## src/rtl/y86_pkg.sv

```systemverilog
// Shared constants for the Y86-64 pipeline control slice.
// Holds the instruction codes, register IDs and status codes observed at the stage boundaries,
// plus the state encoding of the pipeline control sequencer.
package y86_pkg;

  // Instruction codes
  localparam logic [3:0] IMRMOVQ = 4'h5;
  localparam logic [3:0] IJXX    = 4'h7;
  localparam logic [3:0] ICALL   = 4'h8;
  localparam logic [3:0] IRET    = 4'h9;
  localparam logic [3:0] IPUSHQ  = 4'hA;
  localparam logic [3:0] IPOPQ   = 4'hB;

  // Register IDs
  localparam logic [3:0] RRSP  = 4'h4;
  localparam logic [3:0] RNONE = 4'hF;

  // Status codes
  localparam logic [3:0] SAOK = 4'h1;
  localparam logic [3:0] SHLT = 4'h2;
  localparam logic [3:0] SADR = 4'h3;
  localparam logic [3:0] SINS = 4'h4;

  typedef enum logic [1:0] {
    StRun     = 2'd0,
    StRetWait = 2'd1,
    StHalt    = 2'd2
  } state_e;

endpackage

```

## src/rtl/y86_sat_cnt.sv

```systemverilog
// Saturating up-counter used for the pipeline performance counters.
// Ports:
//   clk_i  - clock
//   rst_i  - synchronous active-high reset, clears the count
//   inc_i  - add one this cycle (ignored once the count is all-ones)
//   cnt_o  - current count
module y86_sat_cnt #(
  parameter int unsigned W = 32
) (
  input  logic         clk_i,
  input  logic         rst_i,
  input  logic         inc_i,
  output logic [W-1:0] cnt_o
);

  logic [W-1:0] r_cnt;

  always_ff @(posedge clk_i) begin
    if (rst_i) begin
      r_cnt <= '0;
    end else if (inc_i && (r_cnt != '1)) begin
      r_cnt <= r_cnt + W'(1);
    end
  end

  assign cnt_o = r_cnt;

endmodule

```

## src/rtl/y86_pipe_ctrl.sv

```systemverilog
// Pipeline control unit for the five-stage Y86-64 pipeline.
// Decodes load/use, mispredict, ret and exception conditions from the stage boundaries and
// drives the stall/bubble controls of the F/D/E/M/W registers. Owns the ret-drain sequencer,
// the halt state and three saturating performance counters.
// Ports:
//   clk_i, rst_i                  - clock, synchronous active-high reset
//   D_icode_i, d_srcA_i, d_srcB_i - instruction in decode and its source registers
//   E_icode_i, E_dstM_i, e_Cnd_i  - instruction in execute, its load target, branch outcome
//   m_stat_i, W_stat_i            - status from memory stage and in the W register
//   F_stall_o .. W_stall_o        - pipeline register controls (combinational)
//   halted_o                      - unit is in the halt state
//   cycle_cnt_o, stall_cnt_o, bubble_cnt_o - saturating performance counters
module y86_pipe_ctrl
  import y86_pkg::*;
#(
  parameter int unsigned CNT_W       = 32,
  parameter int unsigned RET_BUBBLES = 3
) (
  input  logic             clk_i,
  input  logic             rst_i,
  input  logic [3:0]       D_icode_i,
  input  logic [3:0]       d_srcA_i,
  input  logic [3:0]       d_srcB_i,
  input  logic [3:0]       E_icode_i,
  input  logic [3:0]       E_dstM_i,
  input  logic             e_Cnd_i,
  input  logic [3:0]       m_stat_i,
  input  logic [3:0]       W_stat_i,
  output logic             F_stall_o,
  output logic             D_stall_o,
  output logic             D_bubble_o,
  output logic             E_bubble_o,
  output logic             M_bubble_o,
  output logic             W_stall_o,
  output logic             halted_o,
  output logic [CNT_W-1:0] cycle_cnt_o,
  output logic [CNT_W-1:0] stall_cnt_o,
  output logic [CNT_W-1:0] bubble_cnt_o
);

  // The cycle that detects the ret is the first bubble, so the counter holds the remaining ones.
  localparam logic [1:0] RetLoad = 2'(RET_BUBBLES - 1);

  state_e     r_state, w_state_d;
  logic [1:0] r_ret_cnt, w_ret_cnt_d;

  logic w_lu, w_mp, w_exc_m, w_exc_w;
  logic w_cyc_inc, w_stall_inc, w_bub_inc;

  assign w_lu = ((E_icode_i == IMRMOVQ) || (E_icode_i == IPOPQ)) && (E_dstM_i != RNONE) &&
                ((E_dstM_i == d_srcA_i) || (E_dstM_i == d_srcB_i));
  assign w_mp    = (E_icode_i == IJXX) && !e_Cnd_i;
  assign w_exc_m = (m_stat_i != SAOK);
  assign w_exc_w = (W_stat_i != SAOK);

  always_comb begin
    F_stall_o   = 1'b0;
    D_stall_o   = 1'b0;
    D_bubble_o  = 1'b0;
    E_bubble_o  = 1'b0;
    M_bubble_o  = 1'b0;
    W_stall_o   = 1'b0;
    halted_o    = 1'b0;
    w_cyc_inc   = 1'b0;
    w_stall_inc = 1'b0;
    w_bub_inc   = 1'b0;
    w_state_d   = r_state;
    w_ret_cnt_d = r_ret_cnt;

    if (rst_i) begin
      D_bubble_o  = 1'b1;
      E_bubble_o  = 1'b1;
      M_bubble_o  = 1'b1;
      w_state_d   = StRun;
      w_ret_cnt_d = 2'd0;
    end else begin
      case (r_state)
        StRun: begin
          w_cyc_inc = 1'b1;
          if (w_exc_w) begin
            F_stall_o  = 1'b1;
            D_stall_o  = 1'b1;
            E_bubble_o = 1'b1;
            M_bubble_o = 1'b1;
            W_stall_o  = 1'b1;
            w_state_d  = StHalt;
          end else begin
            if (w_mp) begin
              // Squashes D as well, so a ret there never starts its drain.
              D_bubble_o = 1'b1;
              E_bubble_o = 1'b1;
              w_bub_inc  = 1'b1;
            end else if (w_lu) begin
              // A ret in D is held here and starts its drain once the hazard clears.
              F_stall_o   = 1'b1;
              D_stall_o   = 1'b1;
              E_bubble_o  = 1'b1;
              w_stall_inc = 1'b1;
            end else if (D_icode_i == IRET) begin
              F_stall_o  = 1'b1;
              D_bubble_o = 1'b1;
              w_bub_inc  = 1'b1;
              if (RetLoad != 2'd0) begin
                w_ret_cnt_d = RetLoad;
                w_state_d   = StRetWait;
              end
            end
            // Faulting instruction in M: keep its store out of memory state.
            if (w_exc_m) begin
              M_bubble_o = 1'b1;
            end
          end
        end
        StRetWait: begin
          w_cyc_inc = 1'b1;
          if (w_exc_w) begin
            F_stall_o   = 1'b1;
            D_stall_o   = 1'b1;
            E_bubble_o  = 1'b1;
            M_bubble_o  = 1'b1;
            W_stall_o   = 1'b1;
            w_ret_cnt_d = 2'd0;
            w_state_d   = StHalt;
          end else begin
            F_stall_o   = 1'b1;
            D_bubble_o  = 1'b1;
            w_bub_inc   = 1'b1;
            w_ret_cnt_d = r_ret_cnt - 2'd1;
            // The cycle that drains the count to zero is the last bubble.
            if (w_ret_cnt_d == 2'd0) begin
              w_state_d = StRun;
            end
          end
        end
        StHalt: begin
          F_stall_o  = 1'b1;
          D_stall_o  = 1'b1;
          E_bubble_o = 1'b1;
          M_bubble_o = 1'b1;
          W_stall_o  = 1'b1;
          halted_o   = 1'b1;
        end
        default: begin
          w_state_d   = StRun;
          w_ret_cnt_d = 2'd0;
        end
      endcase
    end
  end

  always_ff @(posedge clk_i) begin
    if (rst_i) begin
      r_state   <= StRun;
      r_ret_cnt <= 2'd0;
    end else begin
      r_state   <= w_state_d;
      r_ret_cnt <= w_ret_cnt_d;
    end
  end

  y86_sat_cnt #(
    .W(CNT_W)
  ) u_cycle_cnt (
    .clk_i (clk_i),
    .rst_i (rst_i),
    .inc_i (w_cyc_inc),
    .cnt_o (cycle_cnt_o)
  );

  y86_sat_cnt #(
    .W(CNT_W)
  ) u_stall_cnt (
    .clk_i (clk_i),
    .rst_i (rst_i),
    .inc_i (w_stall_inc),
    .cnt_o (stall_cnt_o)
  );

  y86_sat_cnt #(
    .W(CNT_W)
  ) u_bubble_cnt (
    .clk_i (clk_i),
    .rst_i (rst_i),
    .inc_i (w_bub_inc),
    .cnt_o (bubble_cnt_o)
  );

endmodule
```

## config.mk

```make
export PLATFORM = sky130hd
export DESIGN_NAME = y86_pipe_ctrl
export DESIGN_NICKNAME = d
export VERILOG_FILES = /design/src/rtl/y86_pkg.sv /design/src/rtl/y86_sat_cnt.sv /design/src/rtl/y86_pipe_ctrl.sv
export SDC_FILE = /design/constraint.sdc
export NUM_CORES = 1
export LEC_CHECK = 0
export ABC_AREA = 1
export CORE_AREA = 8 8 147 122
export CTS_CLUSTER_DIAMETER = 50
export DETAILED_ROUTE_END_ITERATION = 12
export DIE_AREA = 0 0 155 130
export MAX_ROUTING_LAYER = met4
export PLACE_DENSITY = 0.74
export RECOVER_POWER = 100
export SETUP_SLACK_MARGIN = 0.1
export SYNTH_ARGS = -nofsm -noshare
export SYNTH_HDL_FRONTEND = slang
export SYNTH_HIERARCHICAL = 1
export SYNTH_SLANG_ARGS = --single-unit
export TNS_END_PERCENT = 30
```

## constraint.sdc

```tcl
create_clock -name clk_i -period 3.1 [get_ports clk_i]
set_input_delay 0.775 -clock clk_i [delete_from_list [all_inputs] [get_ports clk_i]]
set_output_delay 0.775 -clock clk_i [all_outputs]
set_load 0.1 [all_outputs]
```

==> metrics.txt <==
status finished clean; post-layout instance area roughly 8100 µm²; die height 130 µm; First-pass DRT Iterations 5; most used routing layer met2; element type at the critical path end output port; drt drc 0; fraction of layout cells with a size suffix above 1 0.1200; met2 Usage GRT 0.3120; first-pass GRT wire length approximately 33000 µm; root buffer cell clkbuf_16; largest net degree at the start of global routing between 40 and 50; core area ~15000 µm²; number of global-route vias before repair 6610; Worst-Margin Slew around 1400 ps; r2r worst-path depth 16; Synth top area share 0.2935; Crit Reg-Reg Startpoint r_state[0]; register area share after synthesis 0.2935; post-route minimum period about 3000 ps; Total Routing Usage GR 0.2006; top area cells in the synthesized netlist dfxtp_1 (29%), nand2_1 (16%), nor2_1 (12%), nand3_1 (5.9%), inv_1 (5.7%); Die X 155 µm; final net count roughly 1300; ys flop type dfxtp_1; Via Count 7428; CP Data Required Time about 2300 ps; cell breakdown of the critical path clkdlybuf4s50_1, inv_1, nand3_2, buf_6, inv_4, buf_6, a21oi_4, nor2_1, nor2_2, buf_4; Via density 5.043; Max Clock Skew between 9 and 10 ps; Sum Neg Setup Slack 0 ps; multi-input logic area approximately 4200 µm²; Max-Cap Viols 0; antenna diode count 0; gr ovfl total 0; Synth area leader dfxtp_1; initial antenna violation count 0; Combinational Power Share 0.134; Starting Density 0.4418; Clock Tree Buf Depth 2; fill count between 1500 and 2000; starting DRC count in detailed routing between 600 and 700; CP startpoint kind primary input; port bufs approximately 130; GPL Wtd Cong between 0.9 and 1; met3 usage in global routing 0.03338; hold_sp r_ret_cnt[1]; fmax 331.0 MHz; #FFs+latches synth 100; Hold Crit Endpoint r_ret_cnt[1]; WL final approximately 20000 µm; DP HPWL around 15000 µm; num ports 134; Placement Rows 41; Critical R2R Capture u_bubble_cnt/cnt_o[19]; LEAKAGE between 3 and 4 nW; CTS tree built; CP Data Arrival Time approximately 2300 ps; Rel. slew slack 0.06622; antenna viol nets, final 0; final hold vios 0; Post-synth EDFFs 0; FF/Latch Area 2002 µm²; drt wl/cell around 14 µm; M1 GR Usage 0.2688; post-synthesis average cell area slightly above 6 µm²; most used cell along the critical path buf_6; CTS buffer count 9; synthesis-to-layout area growth 19.44%; Synth Instances between 1000 and 1500; area post-placement 8252 µm²; critical path class primary input to output port; final worst path period share 0.9745; unrepaired setup endpoints after global routing yes; Net Switching 0.7701 mW; clock slew at reported path FFs 60 ps; switch share 0.2724; fraction of registers with async set/reset 0; Peak VDD IR 0.2295 mV; CTS H-tree lvls 3; Reg2Reg Setup Slack between 200 and 300 ps; Slew Viols, Final 0; Post-Layout Cell Count 1473; synth warn 6; Hold Buf Count CTS 0; Setup-failing EPs final 0; post-synth net total between 1000 and 1500; clock sinks 100; Min-Delay Path Class flop to flop; Seq pwr share 0.460; Worst Path Max Fanout 5; hold path depth 2; mapped cell area approximately 6800 µm²; crit-path max cell delay roughly 460 ps; # placed instances around 1500; full die area just over 20000 µm²; number of distinct library cells after synthesis 33; Power Density between 300 and 400 nW/µm²; worst-skew pair later-pin latency ~350 ps; Clk pwr share 0.405; P_int around 2.1 mW; Final Hold Slack 471.2 ps; CP max-delay cell clkdlybuf4s50_1; Tot Pwr between 2 and 3 mW
worst max-delay path, delay by kind of cell:
family | cells | cell delay, ps
buffers and inverters | 6 | 1090
and+or+nand+nor | 3 | 230
AOI/OAI and AO/OA | 1 | 150
logic make-up (layout without fill, tap and decap cells):
group / count (synthesis) / count (layout) / synth area share
buffers and inverters: 142 / 300 / 0.09354
adder cells (fa/ha/maj): 8 / 8 / 0.01467
AO/OA/AOI/OAI: 96 / 96 / 0.07722
XOR/XNOR: 1 / 1 / 0.001284
flip-flops: 100 / 100 / 0.2935
AND/OR/NAND/NOR: 753 / 753 / 0.5198
registers in the layout, indices dropped and copies added (netlist names):
register,cells
u_cycle_cnt/cnt_o,32
r_state,2
u_bubble_cnt/cnt_o,32
r_ret_cnt,2
u_stall_cnt/cnt_o,32
worst max-delay path by stage:
stage            startpoint                endpoint  slack [ps]
2_1_floorplan  E_icode_i[3]               F_stall_o        -380
3_3_place_gp    E_dstM_i[0]  u_bubble_cnt/cnt_o[19]        -100
3_5_place_dp   E_icode_i[1]               F_stall_o         -90
4_1_cts        E_icode_i[0]              E_bubble_o          70
5_1_grt          r_state[1]  u_bubble_cnt/cnt_o[17]          10
6_report        W_stat_i[1]               D_stall_o          80
synthesized netlist by cell type, types with 4 or more instances:
cell type / count
nor2_1: 226
nand3_1: 80
nor3_1: 12
nand4_2: 4
a21oi_1: 64
nand3_2: 17
inv_2: 12
buf_2: 6
ha_1: 8
dfxtp_1: 100
nand2_1: 299
nand2_2: 25
a31oi_1: 16
nor2_4: 13
inv_1: 104
a21oi_2: 7
nand4_1: 38
nand2_4: 7
nand3b_1: 4
o21ai_0: 6
nor2_2: 17
buf_6: 13
cell type report:
| type | count | share of cell area |
|---|---|---|
| clock inverters | 4 | 0.006296 |
| repair buffers | 167 | 0.1162 |
| well taps | 215 | 0.03302 |
| flip-flops and latches | 100 | 0.2457 |
| inverters | 119 | 0.05513 |
| clock buffers | 10 | 0.02933 |
| multi-input cells | 858 | 0.5143 |
routing by layer:
metal	part of all wire	wire [µm]	vias to the layer above
li1	-	-	3832
met1	0.49	9804	3346
met2	0.44	8695	228
met3	0.058	1163	22
met4	0.014	288	0
met5	0	0	-
through the flow:
stage | setup WS [ps] | utilization
after CTS | 70.56 | 0.5572
after detailed placement | -94.87 | 0.5344
after global routing | 13.84 | 0.5277
final | 78.97 | 0.5277
after global placement | -103.1 | 0.5344
after floorplan | -379.6 | -
cell usage in the layout, fill, tap and decap left out, types with 5 or more instances in the layout:
master,synthesis,layout
inv_2,12,7
a31oi_1,16,16
nand2_1,299,301
nand2_2,25,22
buf_6,13,5
clkbuf_16,0,9
a21oi_1,64,62
a21oi_2,7,8
inv_1,104,106
nand4_1,38,39
nor2_1,226,225
clkdlybuf4s50_1,0,12
nand3_1,80,83
nor2_4,13,13
clkinv_1,3,5
ha_1,8,8
nand3_2,17,14
clkbuf_1,1,104
nor2_2,17,18
buf_4,0,20
nand2_4,7,8
nor3_1,12,11
dfxtp_1,100,100
dlygate4sd2_1,0,15
what timing repair did:
action	CTS	global route
endpoints found under the setup margin	5	5
pin swaps	9	9
resized for setup	22	14
setup buffers	8	1
power by group through the flow:
stage                     registers, mW  clock network [mW]  logic, mW
after global routing               1.30                1.23      0.409
after global placement             1.33                   0      0.382
final                              1.30                1.15      0.379
after detailed placement           1.33                   0      0.387
after floorplan                    1.35                   0      0.220
after CTS                          1.30                1.19      0.399
Note: power is estimated with default switching activity, not from simulation.
